**src/rtl/uart_tx_pkg.sv**
```systemverilog
// uart_tx_pkg: baud encodings, FSM states and divisor helper shared by the UART TX core (PARITY state present only with UART_TX_PARITY_EN)
package uart_tx_pkg;

    localparam logic [1:0] BAUD_9600   = 2'd0;
    localparam logic [1:0] BAUD_38400  = 2'd1;
    localparam logic [1:0] BAUD_115200 = 2'd2;

`ifdef UART_TX_PARITY_EN
    typedef enum logic [2:0] {IDLE, START, DATA, PARITY, STOP} state_t;
`else
    typedef enum logic [2:0] {IDLE, START, DATA, STOP} state_t;
`endif

    // Reserved encoding 3 falls back to 9600 baud.
    function automatic logic [15:0] baud_div(input int unsigned clk_freq, input logic [1:0] sel);
        return 16'(clk_freq / (sel == BAUD_115200 ? 115200 : sel == BAUD_38400 ? 38400 : 9600));
    endfunction

endpackage

```
**src/rtl/uart_tx_fifo.sv**
```systemverilog
// uart_tx_fifo: synchronous byte FIFO with wrap-bit pointers; a push into a full FIFO succeeds only alongside a pop
module uart_tx_fifo #(
    parameter int FIFO_DEPTH = 8
) (
    input  logic       clk,
    input  logic       rst,
    input  logic       push,
    input  logic       pop,
    input  logic [7:0] wdata,
    output logic [7:0] rdata,
    output logic       full,
    output logic       empty
);

    localparam int AW = $clog2(FIFO_DEPTH);
    localparam logic [AW:0] ONE = (AW + 1)'(1);

    logic [7:0] mem [FIFO_DEPTH];
    logic [AW:0] wr;
    logic [AW:0] rd;
    logic do_push;
    logic do_pop;

    assign do_pop  = pop & ~empty;
    assign do_push = push & (~full | do_pop);
    assign full    = (wr[AW] != rd[AW]) && (wr[AW-1:0] == rd[AW-1:0]);
    assign empty   = wr == rd;
    assign rdata   = mem[rd[AW-1:0]];

    // Pointer update; the extra top bit tells full from empty.
    always_ff @(posedge clk or posedge rst) begin
        if (rst) begin
            wr <= '0;
            rd <= '0;
        end else begin
            wr <= do_push ? wr + ONE : wr;
            rd <= do_pop ? rd + ONE : rd;
        end
    end

    // Storage needs no reset; contents are only read when non-empty.
    always_ff @(posedge clk) begin
        if (do_push) mem[wr[AW-1:0]] <= wdata;
    end

endmodule

```
**src/rtl/uart_tx_core.sv**
```systemverilog
// uart_tx_core: UART transmitter with TX FIFO, prescaled baud timing and optional even parity (UART_TX_PARITY_EN)
module uart_tx_core
    import uart_tx_pkg::*;
#(
    parameter int unsigned CLK_FREQ   = 50000000,
    parameter int          FIFO_DEPTH = 8
) (
    input  logic       clk,
    input  logic       rst,
    input  logic       tx_en,
    input  logic [1:0] baud_sel,
    input  logic       two_stop,
    input  logic       lpm_en,
    input  logic [7:0] lpm_div,
    input  logic [7:0] wdata,
    input  logic       wvalid,
    output logic       txf,
    output logic       busy,
    output logic       ovf,
    output logic       tx_int,
    output logic       txd
);

    localparam logic [15:0] DIV0 = baud_div(CLK_FREQ, BAUD_9600);
    localparam logic [15:0] DIV1 = baud_div(CLK_FREQ, BAUD_38400);
    localparam logic [15:0] DIV2 = baud_div(CLK_FREQ, BAUD_115200);

    state_t      state;
    logic [7:0]  shreg;
    logic [2:0]  bidx;
    logic [7:0]  pre;
    logic [15:0] cnt;
    logic [15:0] div_q;
    logic [7:0]  lpm_q;
    logic        two_q;
    logic        stop2;
    logic [7:0]  rdata;
    logic        empty;
    logic        pop;
    logic        tick;
`ifdef UART_TX_PARITY_EN
    logic        par;
`endif

    assign pop  = (state == IDLE) & tx_en & ~empty;
    assign tick = (pre == lpm_q) && (cnt == div_q - 16'd1);
    assign busy = (state != IDLE) | ~empty;

    uart_tx_fifo #(.FIFO_DEPTH(FIFO_DEPTH)) u_fifo (
        .clk   (clk),
        .rst   (rst),
        .push  (wvalid),
        .pop   (pop),
        .wdata (wdata),
        .rdata (rdata),
        .full  (txf),
        .empty (empty)
    );

    // A push is dropped only when full and nothing leaves the FIFO that cycle.
    always_ff @(posedge clk or posedge rst) begin
        if (rst) ovf <= 1'b0;
        else     ovf <= wvalid & txf & ~pop;
    end

    // Frame FSM with prescaler and bit counter; txd and tx_int are registered.
    always_ff @(posedge clk or posedge rst) begin
        if (rst) begin
            state  <= IDLE;
            txd    <= 1'b1;
            tx_int <= 1'b0;
            shreg  <= '0;
            bidx   <= '0;
            pre    <= '0;
            cnt    <= '0;
            div_q  <= DIV0;
            lpm_q  <= '0;
            two_q  <= 1'b0;
            stop2  <= 1'b0;
`ifdef UART_TX_PARITY_EN
            par    <= 1'b0;
`endif
        end else begin
            tx_int <= 1'b0;
            pre    <= (pre == lpm_q) ? 8'd0 : pre + 8'd1;
            cnt    <= (pre != lpm_q) ? cnt : (cnt == div_q - 16'd1) ? 16'd0 : cnt + 16'd1;
            case (state)
                IDLE: begin
                    pre <= '0;
                    cnt <= '0;
                    if (pop) begin
                        shreg <= rdata;
                        div_q <= baud_sel == BAUD_115200 ? DIV2 : baud_sel == BAUD_38400 ? DIV1 : DIV0;
                        lpm_q <= lpm_en ? lpm_div : 8'd0;
                        two_q <= two_stop;
`ifdef UART_TX_PARITY_EN
                        par   <= ^rdata;
`endif
                        state <= START;
                        txd   <= 1'b0;
                    end
                end
                START: begin
                    if (tick) begin
                        state <= DATA;
                        txd   <= shreg[0];
                        bidx  <= '0;
                    end
                end
                DATA: begin
                    if (tick) begin
                        shreg <= shreg >> 1;
                        txd   <= shreg[1];
                        bidx  <= bidx + 3'd1;
                        if (bidx == 3'd7) begin
`ifdef UART_TX_PARITY_EN
                            state <= PARITY;
                            txd   <= par;
`else
                            state <= STOP;
                            txd   <= 1'b1;
                            stop2 <= 1'b0;
`endif
                        end
                    end
                end
`ifdef UART_TX_PARITY_EN
                PARITY: begin
                    if (tick) begin
                        state <= STOP;
                        txd   <= 1'b1;
                        stop2 <= 1'b0;
                    end
                end
`endif
                STOP: begin
                    if (tick) begin
                        if (two_q && !stop2) begin
                            stop2 <= 1'b1;
                        end else begin
                            state  <= IDLE;
                            tx_int <= empty;
                        end
                    end
                end
                default: state <= IDLE;
            endcase
        end
    end

endmodule

```
**config.mk**
```make
export PLATFORM = sky130hd
export DESIGN_NAME = uart_tx_core
export DESIGN_NICKNAME = d
export VERILOG_FILES = /design/src/rtl/uart_tx_pkg.sv /design/src/rtl/uart_tx_fifo.sv /design/src/rtl/uart_tx_core.sv
export SDC_FILE = /design/constraint.sdc
export NUM_CORES = 1
export LEC_CHECK = 0
export CORE_MARGIN = 2
export CORE_UTILIZATION = 56
export CTS_BUF_LIST = sky130_fd_sc_hd__clkbuf_4 sky130_fd_sc_hd__clkbuf_8
export DETAILED_ROUTE_END_ITERATION = 16
export PLACE_DENSITY = 0.78
export SLEW_MARGIN = 0
export SYNTH_ARGS = -nofsm -noshare
export SYNTH_HDL_FRONTEND = slang
export SYNTH_SLANG_ARGS = --single-unit
```
**constraint.sdc**
```tcl
create_clock -name clk -period 2.57 [get_ports clk]
set_input_delay 0.514 -clock clk [delete_from_list [all_inputs] [get_ports clk]]
set_output_delay 0.514 -clock clk [all_outputs]
set_load 0.03 [all_outputs]
```
==> flow_metrics.py <==
metrics = {
    "sta": {
        "tightest_slew_ns": 0.606,
        "setup-tns-final_ns": 0,
        "hold_violations": 0,
        "period_share_pct": 90.9,
        "rsz0062_at_grt": "false",
        "fmax_mhz": 428,
        "fin_skew_ns": 0.00972,
        "slew_headroom_pct": 59.5,
        "maxSlewViolCount": 0,
        "fin_crit_ns": 2.34,
        "setup_violations": 0,
    },
    "power_and_ir_drop": {
        "p_sw_share_pct": 26.6,
        "intPower_uw": 3330,
        "switchingPower_uw": 1210,
        "clockPowerShare_pct": 35.4,
        "pwr-share-seq_pct": 53.4,
        "p_leak_uw": 0.00268,
        "max-vdd-ir-drop_mv": 0.476,
        "power.share.combinational_pct": 11.2,
        "power.density_nw_per_um2": 676,
        "power_uw": 4540,
    },
    "floorplanning": {
        "rows": 37,
        "io_pins": 29,
        "die_h_um": 106,
        "initial_core_util_pct": 56.7,
        "die_w_um": 106,
        "die_area_um2": 11100,
        "core_area_um2": 10200,
    },
    "critical_path": {
        "critPathMaxStageDelay_ns": 0.51,
        "cp.arrival_ns": 1.82,
        "crit_chain": "xnor2_2, nand4_1, or2_2, clkbuf_2",
        "startpoint": "u_fifo.wr[1]",
        "critPathMaxFanout": 9,
        "critPathTopFamily": "flip-flops",
        "cp-start-kind": "register",
        "crit_required_ns": 2.06,
        "end_kind": "primary output",
        "worst_path_max_delay_cell": "dfrtp_1",
        "reg2reg_from": "div_q[8]",
        "path_class": "register to primary output",
        "cp_num_buf_inv": 1,
    },
    "global_routing": {
        "grt-ovfl-total": 0,
        "grt_pass1_vias": 3771,
        "grt_max_degree": 64,
        "grt_pass1_wl_mm": 18.5,
        "antenna_found_initial": 0,
        "grtUsageTotal_pct": 22.1,
    },
    "cts": {
        "cts_hold_buffers": 0,
        "clk_latency_ns": 0.43,
        "htreeDepth": 4,
        "cts_made_buffers": 17,
        "cts.clk_slew.worst_paths_ns": 0.07,
        "cts_sinks": 127,
        "cts.path.max_buffers": 2,
        "clock-root-buffer": "clkbuf_8",
        "cts_tree": "done",
    },
    "route": {
        "vias": 3718,
        "m1WireLength_mm": 5.14,
        "vias_per_cell": 5.74,
        "met3WireLength_um": 344,
        "top_layer_used": "met4",
        "route.met2.wl_mm": 5.54,
        "dr.pass1.iters": 4,
        "drtIter0Drc": 140,
        "wl_per_cell_um": 17.4,
        "wl_mm": 11.3,
        "drc_errors": 0,
        "ant_nets": 0,
    },
    "outcome": {
        "status": "finished clean",
    },
    "synth": {
        "syn_area_um2": 5780,
        "ys.flop_type": "edfxtp_1",
        "ys_ff_latch": 127,
        "yosysUniqueCellTypes": 50,
        "syn-instance-count": 448,
        "ys_async_sr_fraction_pct": 49.6,
        "synth_area_per_cell_um2": 12.9,
        "synth_nets": 486,
        "yosys_warnings": 0,
        "synth_edf_count": 64,
        "seq_area_frac_synth_pct": 60.6,
    },
    "place": {
        "io_buffers": 28,
        "routabilityCongestion": 0.844,
        "hpwl_mm": 7.43,
    },
    "cells_and_area": {
        "final_cell_mix": "edfxtp_1, dfrtp_1, nand2_1",
        "antenna-diode-count": 0,
        "utilization_pct": 65.9,
        "drive_above_1_share_pct": 16.6,
        "final_nets": 537,
        "final_common_cell": "edfxtp_1",
        "syn_to_final_growth_pct": 16.1,
    },
    "job": {
        "drv_cap": 0,
    },
    "worst_hold_path": {
        "hp-class": "input port to asynchronous set/reset pin",
    },
}
## final timing paths
check,depth (start not counted),slack [ns],endpoint
min,3,0.45,lpm_q[0]
max reg2reg,8,0.26,txd
min in group clk,2,0.50,div_q[6]
max,4,0.23,busy
max in group asynchronous,3,1.79,txd
min reg2reg,2,0.50,div_q[6]
## cell usage after synthesis, drive strengths merged (11+ instances only)
| master | number | area [µm²] |
|---|---|---|
| nand2 | 50 | 190 |
| ha | 14 | 175 |
| mux2i | 12 | 120 |
| inv | 11 | 41.3 |
| edfxtp | 64 | 1920 |
| nand4 | 11 | 68.8 |
| xor2 | 11 | 96.3 |
| and3 | 14 | 87.6 |
| o21ai | 18 | 90.1 |
| nand3 | 19 | 95.1 |
| mux4 | 16 | 360 |
| dfrtp | 60 | 1500 |
| clkbuf | 12 | 45.0 |
| xnor2 | 23 | 201 |
| nor2 | 31 | 119 |
## registers in the layout (all words and copies together) (netlist names)
signal and cells:
bidx 3, pre 8, lpm_q 8, cnt 16
ovf 1, u_fifo.rd 4, u_fifo.mem 64, tx_int 1
two_q 1, stop2 1, u_fifo.wr 4, state 2
txd 1, shreg 8, div_q 5
## cells by family (layout without fill, tap and decap cells)
| family | count (synthesis) | after routing | synth area share [%] |
|---|---|---|---|
| DFF | 127 | 127 | 60.6 |
| AOI/OAI and AO/OA | 50 | 50 | 5.98 |
| xor gates and xnor gates | 34 | 34 | 5.15 |
| adders and majority gates | 14 | 14 | 3.03 |
| and+or+nand+nor | 163 | 163 | 14.3 |
| muxes | 31 | 31 | 8.90 |
| buffers and inverters | 29 | 93 | 2.01 |
## timing repair
item                                    in CTS  in global routing
resized for setup                            2                  4
endpoints found under the setup margin       1                  8
pin swaps                                    0                  1
setup buffers                                0                  0
## metal layers
layer,up-vias,track usage [%]
li1,1744,-
met4,0,10.5
met2,73,34.7
met1,1878,29.4
met3,23,4.89
met5,-,0
## worst reg2reg max path, delay by kind of cell, from the launching register on
kind | cells | cell delay (ns)
xor gates and xnor gates | 1 | 0.18
adders and majority gates | 1 | 0.21
muxes | 2 | 0.52
buffers and inverters | 1 | 0.06
DFF | 1 | 0.41
AOI/OAI and AO/OA | 1 | 0.26
and+or+nand+nor | 2 | 0.60
## area by class of cell
type	instances	area, µm²
Tap cell	136	170
Timing Repair Buffer	50	450
Fill cell	753	3480
Multi-Input combinational cell	292	2170
Inverter	11	41.3
Sequential cell	127	3500
Clock inverter	15	135
Clock buffer	17	234
## metrics by stage
stage	area (µm²)	hold slack, ns	instances	worst slack (ns)
2_1_floorplan	5780	0.451	448	0.0643
3_3_place_gp	6330	0.470	616	0.207
3_5_place_dp	6330	0.481	616	0.141
4_1_cts	6700	0.457	648	0.0128
5_1_grt	6710	0.490	648	0.0524
6_report	6710	0.454	648	0.235
## power by group through the flow
stage	combinational (µW)	clock (µW)	sequential, µW
floorplan	315	0	2410
global placement	474	0	2440
detailed placement	499	0	2450
CTS	506	1650	2420
global route	555	1710	2440
finish	509	1610	2420
Note: power is estimated with default switching activity, not from simulation.
